[src/rtl/cart_pkg.sv]
// ----------------------------------------------------------------------------
// cart_pkg
// Shared definitions for the cartridge ROM fetch path.
//   IDLE / REQ : fetch FSM state encodings (1-bit, legacy-compatible constants)
//   FILL_BYTE  : value returned to the CPU when a fetch is abandoned
//   sel_byte() : picks the low (a0=0) or high (a0=1) byte of a 16-bit word
// ----------------------------------------------------------------------------
package cart_pkg;

    localparam logic [0:0] IDLE = 1'b0;
    localparam logic [0:0] REQ  = 1'b1;

    localparam logic [7:0] FILL_BYTE = 8'hFF;

    // SDRAM words are little-endian: even byte address lives in bits [7:0].
    function automatic logic [7:0] sel_byte(input logic [15:0] word,
                                            input logic        a0);
        return a0 ? word[15:8] : word[7:0];
    endfunction

endpackage

[src/rtl/cart_word_buf.sv]
// ----------------------------------------------------------------------------
// cart_word_buf
// One-word hit buffer holding the most recently fetched SDRAM word.
// Ports:
//   clk, reset   : system clock, synchronous active-high reset
//   load         : capture load_word/load_tag this cycle
//   load_valid   : validity to record with the loaded word
//   load_tag     : word address of the loaded word
//   load_word    : 16-bit SDRAM word
//   clear        : invalidate the buffer (ignored when load is high)
//   lookup_tag   : word address currently requested by the mapper
//   lookup_a0    : byte-within-word select for the lookup
//   hit          : buffer is valid and tag matches lookup_tag
//   rd_byte      : selected byte of the stored word
// ----------------------------------------------------------------------------
module cart_word_buf
    import cart_pkg::*;
#(
    parameter int TW = 24
) (
    input  logic          clk,
    input  logic          reset,
    input  logic          load,
    input  logic          load_valid,
    input  logic [TW-1:0] load_tag,
    input  logic [15:0]   load_word,
    input  logic          clear,
    input  logic [TW-1:0] lookup_tag,
    input  logic          lookup_a0,
    output logic          hit,
    output logic [7:0]    rd_byte
);

    logic          buf_valid;
    logic [TW-1:0] buf_tag;
    logic [15:0]   buf_word;

    // A load always wins over a clear: the caller folds any pending flush
    // into load_valid so the delivered word is simply not marked usable.
    always_ff @(posedge clk) begin
        if (reset) begin
            buf_valid <= 1'b0;
            buf_tag   <= '0;
            buf_word  <= '0;
        end else if (load) begin
            buf_valid <= load_valid;
            buf_tag   <= load_tag;
            buf_word  <= load_word;
        end else if (clear) begin
            buf_valid <= 1'b0;
        end
    end

    assign hit     = buf_valid && (buf_tag == lookup_tag);
    assign rd_byte = sel_byte(buf_word, lookup_a0);

endmodule

[src/rtl/cart_rom_fetch.sv]
// ----------------------------------------------------------------------------
// cart_rom_fetch
// Returns cartridge read data to the CPU. ROM bytes come from SDRAM through a
// one-word hit buffer; battery-SRAM reads are passed straight through.
// Ports:
//   clk, reset : system clock, synchronous active-high reset
//   cs, rd     : slot select and CPU read strobe (access = cs && rd)
//   mem_addr   : translated ROM byte address from the mapper
//   sram_oe    : access targets battery SRAM
//   sram_q     : SRAM read data
//   flush      : invalidate the hit buffer
//   ram_addr   : SDRAM word address
//   ram_rd     : SDRAM read request (level)
//   ram_ready  : SDRAM data valid pulse
//   ram_dout   : SDRAM read word
//   d_to_cpu   : read data to CPU
//   cpu_wait   : holds the CPU while a fetch is outstanding
// ----------------------------------------------------------------------------
module cart_rom_fetch #(
    parameter int TIMEOUT = 64,
    parameter int AW      = 25
) (
    input  logic          clk,
    input  logic          reset,
    input  logic          cs,
    input  logic          rd,
    input  logic [AW-1:0] mem_addr,
    input  logic          sram_oe,
    input  logic [7:0]    sram_q,
    input  logic          flush,
    output logic [AW-2:0] ram_addr,
    output logic          ram_rd,
    input  logic          ram_ready,
    input  logic [15:0]   ram_dout,
    output logic [7:0]    d_to_cpu,
    output logic          cpu_wait
);

    import cart_pkg::*;

    localparam int CW = (TIMEOUT > 1) ? $clog2(TIMEOUT) : 1;
    localparam logic [CW-1:0] CNT_LAST = CW'(TIMEOUT - 1);

    logic [0:0]    state;
    logic          acc;
    logic          acc_d;
    logic          start;
    logic [AW-1:0] req_addr;
    logic [CW-1:0] cnt;
    logic          flush_seen;
    logic          sram_sel;
    logic          buf_hit;
    logic [7:0]    buf_byte;
    logic          hit_now;
    logic          fill_done;
    logic          timeout_done;

    // Accesses are edge-triggered so a CPU holding rd does not refetch.
    assign acc   = cs && rd;
    assign start = acc && !acc_d;

    // A flush arriving with the start must not be served from stale data.
    assign hit_now = buf_hit && !flush;

    assign fill_done    = (state == REQ) && ram_rd && ram_ready;
    assign timeout_done = (state == REQ) && !fill_done && (cnt == CNT_LAST);

    // Hold the latched address during a fetch so SDRAM sees a stable request.
    assign ram_addr = (state == REQ) ? req_addr[AW-1:1] : mem_addr[AW-1:1];

    // A flush seen at any point during the fetch keeps the returned word out
    // of the buffer; abandoned fetches also drop whatever was buffered.
    cart_word_buf #(
        .TW(AW - 1)
    ) u_buf (
        .clk        (clk),
        .reset      (reset),
        .load       (fill_done),
        .load_valid (!flush_seen && !flush),
        .load_tag   (req_addr[AW-1:1]),
        .load_word  (ram_dout),
        .clear      (flush || timeout_done),
        .lookup_tag (mem_addr[AW-1:1]),
        .lookup_a0  (mem_addr[0]),
        .hit        (buf_hit),
        .rd_byte    (buf_byte)
    );

    // Fetch FSM: IDLE serves SRAM reads and buffer hits directly and launches
    // an SDRAM request on a miss; REQ waits for ram_ready or the timeout.
    // Starts seen while in REQ are ignored since the CPU is being held.
    always_ff @(posedge clk) begin
        if (reset) begin
            state      <= IDLE;
            acc_d      <= 1'b0;
            ram_rd     <= 1'b0;
            cpu_wait   <= 1'b0;
            d_to_cpu   <= FILL_BYTE;
            cnt        <= '0;
            req_addr   <= '0;
            flush_seen <= 1'b0;
            sram_sel   <= 1'b0;
        end else begin
            acc_d <= acc;
            if (!acc) begin
                sram_sel <= 1'b0;
            end
            case (state)
                IDLE: begin
                    flush_seen <= 1'b0;
                    if (start) begin
                        if (sram_oe) begin
                            sram_sel <= 1'b1;
                            d_to_cpu <= sram_q;
                        end else if (hit_now) begin
                            sram_sel <= 1'b0;
                            d_to_cpu <= buf_byte;
                        end else begin
                            sram_sel <= 1'b0;
                            req_addr <= mem_addr;
                            ram_rd   <= 1'b1;
                            cpu_wait <= 1'b1;
                            cnt      <= '0;
                            state    <= REQ;
                        end
                    end else if (sram_sel && acc) begin
                        d_to_cpu <= sram_q;
                    end
                end
                REQ: begin
                    if (flush) begin
                        flush_seen <= 1'b1;
                    end
                    if (fill_done) begin
                        d_to_cpu <= sel_byte(ram_dout, req_addr[0]);
                        ram_rd   <= 1'b0;
                        cpu_wait <= 1'b0;
                        state    <= IDLE;
                    end else if (timeout_done) begin
                        d_to_cpu <= FILL_BYTE;
                        ram_rd   <= 1'b0;
                        cpu_wait <= 1'b0;
                        state    <= IDLE;
                    end else begin
                        cnt <= cnt + 1'b1;
                    end
                end
                default: begin
                    state <= IDLE;
                end
            endcase
        end
    end

endmodule

[config.mk]
export PLATFORM = sky130hd
export DESIGN_NAME = cart_rom_fetch
export DESIGN_NICKNAME = d
export VERILOG_FILES = /design/src/rtl/cart_pkg.sv /design/src/rtl/cart_word_buf.sv /design/src/rtl/cart_rom_fetch.sv
export SDC_FILE = /design/constraint.sdc
export NUM_CORES = 1
export LEC_CHECK = 0
export BUFFER_PORTS_ARGS = -buffer_cell sky130_fd_sc_hd__clkbuf_2
export CAP_MARGIN = 30
export CORE_MARGIN = 5
export CORE_UTILIZATION = 49
export CTS_BUF_LIST = sky130_fd_sc_hd__clkbuf_16
export CTS_CLUSTER_DIAMETER = 200
export DETAILED_ROUTE_END_ITERATION = 10
export GPL_ROUTABILITY_DRIVEN = 0
export PLACE_DENSITY = 0.76
export REMOVE_ABC_BUFFERS = 1
export SYNTH_ARGS = -nofsm -noshare
export SYNTH_HDL_FRONTEND = slang
export SYNTH_SLANG_ARGS = --single-unit
[constraint.sdc]
create_clock -name clk -period 1.7 [get_ports clk]
set_clock_uncertainty 0.05 [all_clocks]
set_input_delay 0.255 -clock clk [delete_from_list [all_inputs] [get_ports clk]]
set_output_delay 0.255 -clock clk [all_outputs]
set_load 0.005 [all_outputs]
Word level (Yosys, flattened, before mapping)
Cells that the tools add are included.

Add/subtract/negate cells: 1. Eq/ne operators: 11. Multiplexer cells: 36. Bitwise operators: 3. Reductions and logical operators: 20.

Operators with widths (number): two-way mux 8 bit (8); two-way mux 6 bit (5); equality test 24 bit (1); two-way mux 24 bit (1); two-way mux 1 bit (17); case mux 8 bit (2 select lines) (1); != test 2 bit, second input constant (6); case mux 6 bit (2 select lines) (1); logical AND 1 bit (10); AND reduction 4 bit (2); adder 6 x 1 -> 6 bit, second input constant (1); equality test 6 bit, second input constant (1); case mux 1 bit (2 select lines) (3); AND reduction 5 bit (1); logical NOT 1 bit (4); != test 4 bit, second input constant (1); != test 3 x 1 -> 1 bit, second input constant (1); != test 3 bit, second input constant (1); inverter 1 bit (3); AND reduction 3 bit (1); nonzero test 2 bit (1); logical OR 1 bit (1).

Register bits after elaboration: 85. Input port bits: 56. Output and inout bits: 34. Logic and storage cells: 82.

Logic depth before layout (Yosys ltp)
Gate-level depths: netlist of the first run.

Word-level depth: 8. Depth in mapped cells: 8. Depth with buffers taken out: 7.

By module
Synthesis of the first run repeated with hierarchy kept, for this count alone.

Cell total of the unflattened synthesis: 461. Area, all modules: 4205.3 sq um.

Modules (own cells, without submodules): cart_rom_fetch (instances 1, cells an instance 285, area an instance 2403.6 sq um, seq. area each 880.8 sq um); cart_word_buf (instances 1, cells an instance 176, area an instance 1801.7 sq um, seq. area each 820.8 sq um).

Worst setup path before layout of the first run
OpenSTA, ideal clock, no wires.

Kind: flip-flop to flip-flop. Start: register u_buf.buf_tag[23]. End: register req_addr[10]. Library setup time: 0.128 ns. Data arrival time: 1.526 ns. Data required time: 1.522 ns. Slack: -0.003 ns. Cell stages (with the launch flop): 9. Path buffers: 2. Period minus slack after synthesis: 1.703 ns. Cells stage by stage: dfxtp_1 > xnor2_1 > nand4_1 > nor4_2 > a31o_1 > buf_6 > buf_6 > mux2i_1 > nor2_1.

Cells in the longest elaborated chain, start to end: 5.

RTL lines: from (decl) (line cart_word_buf.sv:35) `logic [TW-1:0] buf_tag;`; from (signal assigned) (line cart_word_buf.sv:47) `buf_tag <= load_tag;`; equality test 24 bit (line cart_word_buf.sv:54) `assign hit = buf_valid && (buf_tag == lookup_tag);`; logical AND 1 bit (line cart_word_buf.sv:54); logical AND 1 bit (line cart_rom_fetch.sv:63) `assign hit_now = buf_hit && !flush;`; inverter 1 bit (no source line); AND reduction 4 bit (no source line); to (signal assigned) (line cart_rom_fetch.sv:120) `req_addr <= mem_addr;`; to (decl) (line cart_rom_fetch.sv:48) `logic [AW-1:0] req_addr;`.

Every way passes these cells. A chain may end at the register's enable or synchronous reset.

Worst setup path after layout of the first run
Start: register u_buf.buf_tag[23]. End: register cnt[1].

Cells in the longest elaborated chain, start to end: 5.

RTL lines: equality test 24 bit (line cart_word_buf.sv:54); logical AND 1 bit (line cart_word_buf.sv:54); logical AND 1 bit (line cart_rom_fetch.sv:63); != test 2 bit (no source line); AND reduction 5 bit (no source line); to (signal assigned) (line cart_rom_fetch.sv:145) `cnt <= cnt + 1'b1;`; to (decl) (line cart_rom_fetch.sv:49) `logic [CW-1:0] cnt;`.

Every way passes these cells.

==> impl_results.md, run 1 <==
* Largest net degree at the start of global routing at 51
* Post-layout min period at ~2.0 ns
* IR drop worst, VDD at ~540 uV
* Number of buffers and inverters on the critical path at 3
* Dominant combinational cell family by area after synthesis: multiplexers
* Commonest non-fill, non-tap cells in the layout: 93 x sky130_fd_sc_hd__nand2_1, 87 x sky130_fd_sc_hd__clkbuf_2, 80 x sky130_fd_sc_hd__dfxtp_1, 49 x sky130_fd_sc_hd__a21oi_1, 49 x sky130_fd_sc_hd__mux2i_1
* Result of the run: finished, violations left
* Power density over the cells at 853 nW/um^2
* Clock transition at the register clock pins on the worst setup and hold paths after CTS at 0.06 ns
* FF+latch area at 1710 um^2
* Num ports at 90
* Area of the core region at slightly above 8000 um^2
* Simple-gate portion of the synthesized area at between 10% and 20%
* Final hold violations at 0
* Worst slew margin relative to its limit at approximately two thirds
* Filler-free cell count of the finished design at around 700
* Layout fillers at between 600 and 700
* Internal cell power at about 0.0035 W
* Total grt overflow at 0
* Via-per-instance ratio at around 5.3
* Biggest area consumer among synthesized cells: sky130_fd_sc_hd__dfxtp_1
* Detailed Routing Iterations Pass 1 at 4
* Cell-by-cell listing of the critical path: xnor2_1, nand4_1, nor4_4, a31o_4, buf_12, buf_4, buf_6, nand3_1, a21oi_2
* Num CTS Buffers at 9
* Total Nets Final at between 600 and 700
* Register bit total from synthesis at 85
* Sequential power share at between 40% and 50%
* Arithmetic-cell share of the synthesized area counting full adders, half adders and majority gates at less than 1%
* Top-area cell type share of the netlist area at 42.0%
* Total global routing track utilization at approximately a fifth
* Antenna violations before repair at 0
* Fin. max-slew vios at 0
* # setup viols final at 47
* Number of inserted diodes at 0
* CTS Sinks at between 80 and 90
* Critical path fanouts, max at 5
* Synth Area per Inst at 8.65 um^2
* RSZ-0062 raised after global routing: true
* Synthesized instance count at approximately 470
* Buffers added on ports at 89
* Global-route wire length before repair at around 16000 um
* Combined area of all synthesized cells at between 4000 and 5000 um^2
* Crit-path leading delay family: simple AND/OR/NAND/NOR gates
* Min setup slack post-route at -0.289 ns
* Count of warnings emitted by yosys at 0
* Category of the worst setup path capture point: flop
* Commonest non-fill, non-tap cell in the layout: sky130_fd_sc_hd__nand2_1
* Compound-gate portion of the synthesized area at between 10% and 20%
* Static Leak at between 2 and 2.5 nW
* Crit Path Category: flop to flop
* Core Util, Final at between 60% and 70%
* Overall die height at a little over 100 um
* Combinational cell fraction of total power at 13.0%
* Routed wire length per instance at around 16 um
* TritonCTS clock tree: built
* Area contributors post-synth: sky130_fd_sc_hd__dfxtp_1 42%, sky130_fd_sc_hd__mux2i_1 12%, sky130_fd_sc_hd__nand2_1 8.6%
* Cell at the root of the clock tree: sky130_fd_sc_hd__clkbuf_16
* WP data arrival at between 2 and 2.5 ns
* Cell Count Post-Placement at 660
* Clock buffer depth at 2
* Switch share at 23.9%
* Post-DRT Antenna Nets at 0
* Clock power frac at between 40% and 50%
* Violations in the final reports: negative setup slack
* Worst slack after detailed placement at -0.290 ns
* Clock latency on the worst-skew pair at about 0.33 ns
* Drt initial violations at ~180
* Number of max-cap violations at 0
* Std-Cell Rows at 33
* Initial cell density of the core at 49.8%
* Critical path data required time at around 1.9 ns
* Multiplexer share of the synthesized area at 19.0%
* Area overhead of the layout relative to synthesis at 32.1%
* Multi-input logic area at approximately 2300 um^2
* Portion of the post-synthesis area used by sequential elements at a little over two fifths
* Number of global-route vias before repair at 3534
* Final period util at 117%
* Net load switching power at about 0.0011 W
* Total wire length after detailed routing at roughly 11000 um
* Xor-xnor portion of the synthesized cell area at 5.19%
* Critical Path Slowest Stage Cell: sky130_fd_sc_hd__nor4_4
* Residual DRC count at 0
* Path class of the lowest-slack min-delay path: input pin to flop
* Fraction of layout instances using a drive strength above 1 at 33.7%
* Transition at the pin with the smallest max-transition slack at about 0.52 ns
* Worst stage delay on the critical path at between 0.3 and 0.4 ns
* Die width at 101 um
* CTS H-tree lvls at 3
* Die Area at 10200 um^2
* Vias at 3663
* Top achievable clock speed at 503 MHz
* Half-perimeter wire length after placement at 6740 um
* Count of distinct cell types in the synthesized netlist at 36
* Category of the worst setup path launch point: flop
synthesized netlist by cell type:
cell type                   number
sky130_fd_sc_hd__inv_1           3
sky130_fd_sc_hd__nand3b_1        1
sky130_fd_sc_hd__nor3b_1         1
sky130_fd_sc_hd__nor4bb_1        1
sky130_fd_sc_hd__buf_4           1
sky130_fd_sc_hd__a311oi_2        1
sky130_fd_sc_hd__a31o_1          1
sky130_fd_sc_hd__nand2b_1        2
sky130_fd_sc_hd__buf_2           4
sky130_fd_sc_hd__or2_2           1
sky130_fd_sc_hd__mux2i_1        50
sky130_fd_sc_hd__a2111oi_0       1
sky130_fd_sc_hd__o21ai_0        10
sky130_fd_sc_hd__nand4_1         5
sky130_fd_sc_hd__buf_12          1
sky130_fd_sc_hd__nor3_1          7
sky130_fd_sc_hd__xnor2_1        21
sky130_fd_sc_hd__a21oi_1        52
sky130_fd_sc_hd__nand3_4         1
sky130_fd_sc_hd__dfxtp_1        85
sky130_fd_sc_hd__nor4_2          1
sky130_fd_sc_hd__nand3_1         7
sky130_fd_sc_hd__or3_1           1
sky130_fd_sc_hd__a22oi_1         7
sky130_fd_sc_hd__nor2_1         47
sky130_fd_sc_hd__nand2_1        93
sky130_fd_sc_hd__mux2_2         24
sky130_fd_sc_hd__o32ai_2         2
sky130_fd_sc_hd__nand2_4         1
sky130_fd_sc_hd__clkbuf_1       24
sky130_fd_sc_hd__nor2b_1         1
sky130_fd_sc_hd__buf_6           3
sky130_fd_sc_hd__buf_1           2
sky130_fd_sc_hd__ha_1            1
sky130_fd_sc_hd__and3_1          2
sky130_fd_sc_hd__xor2_1          3
worst reg2reg max path, delay by kind of cell, from the launching register on:
family	cells	cell delay, ns
simple gates	3	0.62
compound gates	2	0.40
buf+inv	3	0.35
flops	1	0.33
xor+xnor	1	0.17
power by group through the flow:
stage               Sequential, W  Combinational [W]  Clock (W)
floorplan                 0.00211           0.000232          0
global placement          0.00210           0.000510          0
detailed placement        0.00211           0.000519          0
CTS                       0.00206           0.000527    0.00194
global route              0.00207           0.000642    0.00202
finish                    0.00206           0.000596    0.00191
metal layers:
layer / vias up / part of all wire (%) / track usage, %
li1: 1809 / - / -
met1: 1731 / 43 / 23.5
met4: 0 / 1.1 / 3.99
met5: - / 0 / 0
met2: 111 / 49 / 33.8
met3: 12 / 6.7 / 5.12
cell families after synthesis:
family | count (synthesis)
AOI/OAI and AO/OA | 74
xor gates and xnor gates | 24
adders and majority gates | 1
buffers and inverters | 38
DFF | 85
muxes | 74
and+or+nand+nor | 172
path summary, 6_finish.rpt:
check | end | slack (ns) | cells after the start | from
max reg2reg | cnt[1] | -0.29 | 9 | u_buf.buf_tag[23]
min reg2reg | u_buf.buf_word[7] | 0.40 | 2 | u_buf.buf_word[7]
min | u_buf.buf_valid | 0.1 | 2 | flush
max | cnt[1] | -0.29 | 9 | u_buf.buf_tag[23]
metrics by stage:
step	cell area [um^2]	power [W]	setup TNS [ns]	hold slack, ns
global route	5350	0.00472	-15.54	0.116
detailed placement	4770	0.00262	-9.42	0.397
global placement	4770	0.00261	-10.13	0.391
finish	5350	0.00457	-10.25	0.0999
CTS	5090	0.00453	-6.76	0.0779
floorplan	3870	0.00234	-80.93	0.273
flip-flops by register name (all words and copies together), names as in the netlist:
| signal | count |
|---|---|
| u_buf.buf_word | 16 |
| state | 1 |
| cnt | 6 |
| u_buf.buf_valid | 1 |
| req_addr | 25 |
| cpu_wait | 1 |
| d_to_cpu | 8 |
| u_buf.buf_tag | 24 |
| sram_sel | 1 |
| flush_seen | 1 |
| acc_d | 1 |
final cells by class:
cell class | count | area share, %
clock inverters | 6 | 1.22
well taps | 105 | 2.45
multi-input cells | 345 | 42.6
flip-flops and latches | 85 | 32.0
repair buffers | 133 | 17.4
clock buffers | 9 | 4.21
inverters | 3 | 0.210
what timing repair did:
| item | in CTS | in global routing |
|---|---|---|
| pin swaps | 10 | 4 |
| setup buffers | 2 | 4 |
| gates cloned | 0 | 5 |
| endpoints found under the setup margin | 65 | 61 |
| hold buffers | 0 | 0 |
| resized for setup | 9 | 25 |
Power figures use the tool's default switching activity.
==> run 2: changes to the inputs <==
==> constraint.sdc (replaced) <==
create_clock -name clk -period 1.65 [get_ports clk]
set_clock_uncertainty 0.05 [all_clocks]
set_input_delay 0.2475 -clock clk [delete_from_list [all_inputs] [get_ports clk]]
set_output_delay 0.2475 -clock clk [all_outputs]
set_load 0.005 [all_outputs]
==> run 2 against run 1 <==
The flow still finishes with violations (negative setup slack). Count of clock-buffer cells in the layout stayed put. Cell count increased by 1.0%. Flip-flop and latch count did not move. First-iteration DRC count fell by 22%. Non-clock buffer count is 6 higher. Register-to-register slack hardly changed. Wire length grew 2.0%. Core utilization is 2.6 points higher. Worst hold slack got worse by 0.036 ns. Critical path type unchanged. Largest power group unchanged.
==> impl_results.md, run 2 (synthesis gave the netlist of run 1 again) <==
* Violations in the final reports: negative setup slack
* Total Nets Final at 640
* CTS Sinks at 85
* Detailed Routing Iterations Pass 1 at 4
* Number of global-route vias before repair at about 3600
* Number of buffers and inverters on the critical path at 3
* Total global routing track utilization at between 20% and 30%
* Power density over the cells at ~880 nW/um^2
* Top achievable clock speed at around 500 MHz
* Critical path data required time at 1.86 ns
* Static Leak at between 2 and 2.5 nW
* Critical path fanouts, max at 4
* Clock latency on the worst-skew pair at 0.34 ns
* Fraction of layout instances using a drive strength above 1 at a little under two fifths
* Half-perimeter wire length after placement at 6780 um
* Initial cell density of the core at around half
* IR drop worst, VDD at 662 uV
* Area of the core region at approximately 8100 um^2
* Routed wire length per instance at around 16 um
* WP data arrival at ~2.2 ns
* Post-layout min period at slightly below 2 ns
* Total wire length after detailed routing at approximately 11000 um
* Drt initial violations at roughly 140
* Num CTS Buffers at 9
* Crit Path Category: flop to flop
* Total grt overflow at 0
* Path class of the lowest-slack min-delay path: input pin to flop
* Worst stage delay on the critical path at around 0.35 ns
* Vias at ~3700
* Commonest non-fill, non-tap cell in the layout: sky130_fd_sc_hd__nand2_1
* RSZ-0062 raised after global routing: true
* Clock buffer depth at 2
* Residual DRC count at 0
* Number of max-cap violations at 0
* Crit-path leading delay family: simple AND/OR/NAND/NOR gates
* Buffers added on ports at 89
* Worst slack after detailed placement at -0.345 ns
* Cell-by-cell listing of the critical path: xnor2_2, nand4_1, nor4_4, a31o_4, buf_12, buf_4, buf_6, nand3_2, a21oi_2
* Fin. max-slew vios at 0
* Reg with most FFs: req_addr
* Die width at 101 um
* Critical Path Slowest Stage Cell: sky130_fd_sc_hd__nor4_4
* Filler-free cell count of the finished design at around 690
* Final hold violations at 0
* Count of hold buffers inserted by post-cts repair at 0
* Worst slew margin relative to its limit at 65.3%
* Final period util at 118%
* Num ports at 90
* Category of the worst setup path capture point: flop
* Post-DRT Antenna Nets at 0
* Total non-filler cell area in the finished layout at ~5600 um^2
* Area overhead of the layout relative to synthesis at 37.3%
* Commonest non-fill, non-tap cells in the layout: 93 x sky130_fd_sc_hd__nand2_1, 82 x sky130_fd_sc_hd__clkbuf_2, 73 x sky130_fd_sc_hd__dfxtp_1, 49 x sky130_fd_sc_hd__mux2i_1, 48 x sky130_fd_sc_hd__a21oi_1
* Transition at the pin with the smallest max-transition slack at 0.521 ns
* Largest net degree at the start of global routing at 51
* Via-per-instance ratio at approximately 5.3
* CTS H-tree lvls at 3
* # setup viols final at slightly above 60
* Top Registers: req_addr x25, u_buf.buf_tag x24, u_buf.buf_word x16
* Post-detailed-placement cell area at between 4000 and 5000 um^2
* Antenna violations before repair at 0
* Category of the worst setup path launch point: flop
* Hold_ws at between 0.06 and 0.07 ns
* Cell Count Post-Placement at between 600 and 700
* Cell at the root of the clock tree: sky130_fd_sc_hd__clkbuf_16
* Die Area at just over 10000 um^2
* Std-Cell Rows at 33
* Min setup slack post-route at -0.295 ns
* Number of flip-flops in the largest register at 25
* Global-route wire length before repair at roughly 17000 um
* Overall die height at a little over 100 um
* TritonCTS clock tree: built
* Number of inserted diodes at 0
* Result of the run: finished, violations left
* Clock transition at the register clock pins on the worst setup and hold paths after CTS at about 0.060 ns
[run 2: cell count changes in the layout (fill, tap and decap cells not counted), moves of 3 or more]
| cell | before | now |
|---|---|---|
| sky130_fd_sc_hd__clkbuf_16 | 13 | 10 |
| sky130_fd_sc_hd__dfxtp_1 | 80 | 73 |
| sky130_fd_sc_hd__buf_6 | 5 | 9 |
| sky130_fd_sc_hd__buf_8 | 0 | 3 |
| sky130_fd_sc_hd__dfxtp_2 | 4 | 10 |
| sky130_fd_sc_hd__mux2_2 | 13 | 0 |
| sky130_fd_sc_hd__clkbuf_2 | 87 | 82 |
| sky130_fd_sc_hd__buf_4 | 31 | 36 |
| sky130_fd_sc_hd__mux2_4 | 11 | 24 |
[run 2: worst register-to-register path, cell delays in order (launching register included)]
cell,delay (ns)
sky130_fd_sc_hd__dfxtp_2,0.34
sky130_fd_sc_hd__xnor2_2,0.16
sky130_fd_sc_hd__nand4_1,0.17
sky130_fd_sc_hd__nor4_4,0.36
sky130_fd_sc_hd__a31o_4,0.28
sky130_fd_sc_hd__buf_12,0.13
sky130_fd_sc_hd__buf_4,0.11
sky130_fd_sc_hd__buf_6,0.10
sky130_fd_sc_hd__nand3_2,0.07
sky130_fd_sc_hd__a21oi_2,0.12
[run 2: final cells by class]
type / instances / area [um^2]
clock buffers: 9 / 225
clock inverters: 7 / 88.8
fillers: 626 / 2570
inverters: 3 / 11.3
multi-input cells: 345 / 2390
flip-flops and latches: 85 / 1720
well taps: 105 / 131
repair buffers: 139 / 997
[run 2: path summary, 6_finish.rpt]
check / startpoint / endpoint / slack [ns] / cells past startpoint
min reg2reg: u_buf.buf_word[14] / u_buf.buf_word[14] / 0.40 / 2
max reg2reg: u_buf.buf_tag[20] / cnt[1] / -0.30 / 9
max: u_buf.buf_tag[20] / cnt[1] / -0.30 / 9
min: flush / u_buf.buf_valid / 0.06 / 2
[run 2: what timing repair did]
item,CTS,global route
setup endpoints to repair,65,66
pin swaps,8,15
gates resized for setup,37,44
hold endpoints to repair,0,0
setup buffers,6,4
cloned,3,1
[run 2: routing by layer]
metal	part of all wire, %	vias up	GRT usage (%)
met1	42	1765	26.1
met3	6.4	14	4.43
met2	50	114	35.4
met4	1.5	0	6.44
met5	0	-	0
li1	-	1812	-
[run 2: stage by stage]
stage | util [%] | power, W | TNS, ns
2_1_floorplan | - | 0.00241 | -85.03
3_3_place_gp | 59.3 | 0.00270 | -11.90
5_1_grt | 68.4 | 0.00507 | -15.50
6_report | 68.4 | 0.00491 | -10.80
3_5_place_dp | 59.3 | 0.00271 | -12.10
4_1_cts | 66.6 | 0.00489 | -9.35
[run 2: power breakdown]
part | switching [W] | total [W] | internal, W
Sequential | 0.0000309 | 0.00212 | 0.00209
Combinational | 0.000304 | 0.000660 | 0.000356
Clock | 0.000803 | 0.00212 | 0.00132
==> run 3: changes to the inputs <==
--- a/config.mk
+++ b/config.mk
@@ -13,7 +13,7 @@
 export CTS_CLUSTER_DIAMETER = 200
 export DETAILED_ROUTE_END_ITERATION = 10
 export GPL_ROUTABILITY_DRIVEN = 0
-export PLACE_DENSITY = 0.76
+export PLACE_DENSITY = 0.87
 export REMOVE_ABC_BUFFERS = 1
 export SYNTH_ARGS = -nofsm -noshare
 export SYNTH_HDL_FRONTEND = slang
==> run 3 against run 2 <==
The flow still finishes with violations (negative setup slack). Worst setup slack got worse by 0.054 ns. Non-clock buffer count rose by 5. Cell area fell by 0.16%. Power fell by 4.6%. Critical endpoint is now req_addr[7]. Register-to-register slack got worse by 0.05 ns. Wire length rose by 5.7%. Highest routed layer unchanged. Core utilization fell by 0.11 points. Via count rose by 2.6%. First-iteration DRC count rose by 97%. Combinational power rose by 1%.
==> impl_results.md, run 3 (synthesis gave the netlist of run 1 again) <==
* Result of the run: finished, violations left
* Violations in the final reports: negative setup slack
* Layout fillers at a little over 600
* Clock transition at the register clock pins on the worst setup and hold paths after CTS at ~0.070 ns
* Multi-input logic area at 2430 um^2
* Post-layout min period at 2.00 ns
* Count of hold buffers inserted by post-cts repair at 0
* Number of max-cap violations at 0
* Tot Pwr at 0.00468 W
* Num ports at 90
* Area of the core region at between 8000 and 9000 um^2
* Internal reg-to-reg setup slack at -0.35 ns
* R2r endpoint: req_addr[7]
* Category of the worst setup path capture point: flop
* Final period util at 121%
* Metal1 wirelength at between 4000 and 5000 um
* Overall die height at 101 um
* Top Registers: req_addr x25, u_buf.buf_tag x24, u_buf.buf_word x16
* Category of the worst setup path launch point: flop
* Via-per-instance ratio at between 5 and 6
* Largest net degree at the start of global routing at 57
* Hold Path End: u_buf.buf_valid
* Drt initial violations at ~270
* Clock latency on the worst-skew pair at roughly 0.34 ns
* Initial cell density of the core at around half
* Path class of the lowest-slack min-delay path: input pin to flop
* Final hold violations at 0
* Met3 routed wirelength at roughly 870 um
* Critical path fanouts, max at 5
* Launch instance of the worst register-to-register path: u_buf.buf_tag[6]
* Residual DRC count at 0
* Half-perimeter wire length after placement at around 7300 um
* Fraction of layout instances using a drive strength above 1 at about two fifths
* Std-Cell Rows at 33
* Total grt overflow at 0
* Total Nets Final at ~650
* Total wire length after detailed routing at approximately 12000 um
* Post-DRT Antenna Nets at 0
* CTS H-tree lvls at 3
* Buffers added on ports at just under 90
* Antenna violations before repair at 0
* Power density over the cells at 843 nW/um^2
* Transition at the pin with the smallest max-transition slack at 0.460 ns
* Die width at between 100 and 150 um
* Number of instances on the worst hold path at 2
* CTS Sinks at between 80 and 90
* WP data arrival at 2.17 ns
* Vias at between 3000 and 4000
* Commonest non-fill, non-tap cell in the layout: sky130_fd_sc_hd__nand2_1
* Number of global-route vias before repair at about 3800
* Min setup slack post-route at -0.349 ns
* Die Area at ~10000 um^2
* Static Leak at ~2.4 nW
* Critical path data required time at roughly 1.8 ns
* Crit Path Category: flop to flop
* Beginning of the worst hold path: flush
* FF+latch area at ~1700 um^2
* Number of inserted diodes at 0
* Fin. max-slew vios at 0
* Worst slack after detailed placement at -0.397 ns
* IR drop worst, VDD at 593 uV
* Worst slew margin relative to its limit at a little over two thirds
* Detailed Routing Iterations Pass 1 at 5
* Total global routing track utilization at between 20% and 30%
* Top achievable clock speed at 500 MHz
* Topmost layer with routed signal wires: met4
* Commonest non-fill, non-tap cells in the layout: 93 x sky130_fd_sc_hd__nand2_1, 87 x sky130_fd_sc_hd__clkbuf_2, 72 x sky130_fd_sc_hd__dfxtp_1, 51 x sky130_fd_sc_hd__a21oi_1, 47 x sky130_fd_sc_hd__mux2i_1
* Met2 wire len at a little under 6000 um
* Num CTS Buffers at 9
* Cell at the root of the clock tree: sky130_fd_sc_hd__clkbuf_16
* Global-route wire length before repair at approximately 18000 um
* Routed wire length per instance at 16.6 um
* Number of flip-flops in the largest register at 25
* TritonCTS clock tree: built
* RSZ-0062 raised after global routing: true
* Reg with most FFs: req_addr
* Clock buffer depth at 2
* Logic depth of the worst register-to-register path at 8
* # setup viols final at 44
* Area overhead of the layout relative to synthesis at 37.1%
==> run 3: how the worst max path moves through the flow <==
stage                        end  slack, ns  cells after the start              from
global placement    req_addr[23]      -0.30                      8      mem_addr[23]
CTS                  req_addr[7]      -0.27                      8  u_buf.buf_tag[2]
floorplan            d_to_cpu[0]      -1.46                      5             state
detailed placement  req_addr[21]      -0.40                      8      mem_addr[23]
global route        req_addr[24]      -0.41                      8  u_buf.buf_tag[6]
finish               req_addr[7]      -0.35                      8  u_buf.buf_tag[6]
==> run 3: layer usage <==
layer / vias up / track usage [%]
li1: 1826 / -
met1: 1810 / 27.5
met2: 153 / 38.9
met3: 12 / 5.95
met4: 0 / 7.36
met5: - / 0
==> run 3: area by class of cell <==
cell class                 count  area share [%]
timing repair buffer         144            17.8
sequential                    85            31.0
inverter                       3           0.203
multi-input combinational    345            43.7
clock buffer                   9            4.05
tap                          105            2.37
clock inverter                 7           0.879
==> run 3: critical path: stages, from the launching register on <==
cell and delay [ns]:
sky130_fd_sc_hd__dfxtp_2 0.34, sky130_fd_sc_hd__xnor2_2 0.14, sky130_fd_sc_hd__nand3b_1 0.16, sky130_fd_sc_hd__nor4_4 0.39, sky130_fd_sc_hd__a31o_4 0.23, sky130_fd_sc_hd__buf_6 0.14, sky130_fd_sc_hd__buf_12 0.13, sky130_fd_sc_hd__mux2i_2 0.22
sky130_fd_sc_hd__nor2_1 0.08
==> run 3: per-stage QoR <==
| stage | setup TNS (ns) | util (%) | instance area, um^2 | hold WS, ns | cells |
|---|---|---|---|---|---|
| 2_1_floorplan | -85.03 | - | 3870 | 0.265 | 433 |
| 3_3_place_gp | -9.98 | 59.3 | 4830 | 0.391 | 669 |
| 3_5_place_dp | -14.11 | 59.3 | 4830 | 0.401 | 669 |
| 4_1_cts | -8.87 | 66.9 | 5440 | 0.0486 | 696 |
| 5_1_grt | -13.62 | 68.3 | 5550 | 0.0690 | 698 |
| 6_report | -10.03 | 68.3 | 5550 | 0.0630 | 698 |
==> run 3: timing repair <==
| item | CTS | global route |
|---|---|---|
| pin swaps | 19 | 27 |
| resized for setup | 55 | 28 |
| gates cloned | 3 | 0 |
| setup endpoints to repair | 65 | 65 |
| buffers inserted | 8 | 5 |
==> run 3: where the power goes <==
group          switching [W]  internal, W
clock               0.000865      0.00102
combinational       0.000311     0.000356
sequential         0.0000338      0.00209
total                0.00121      0.00347
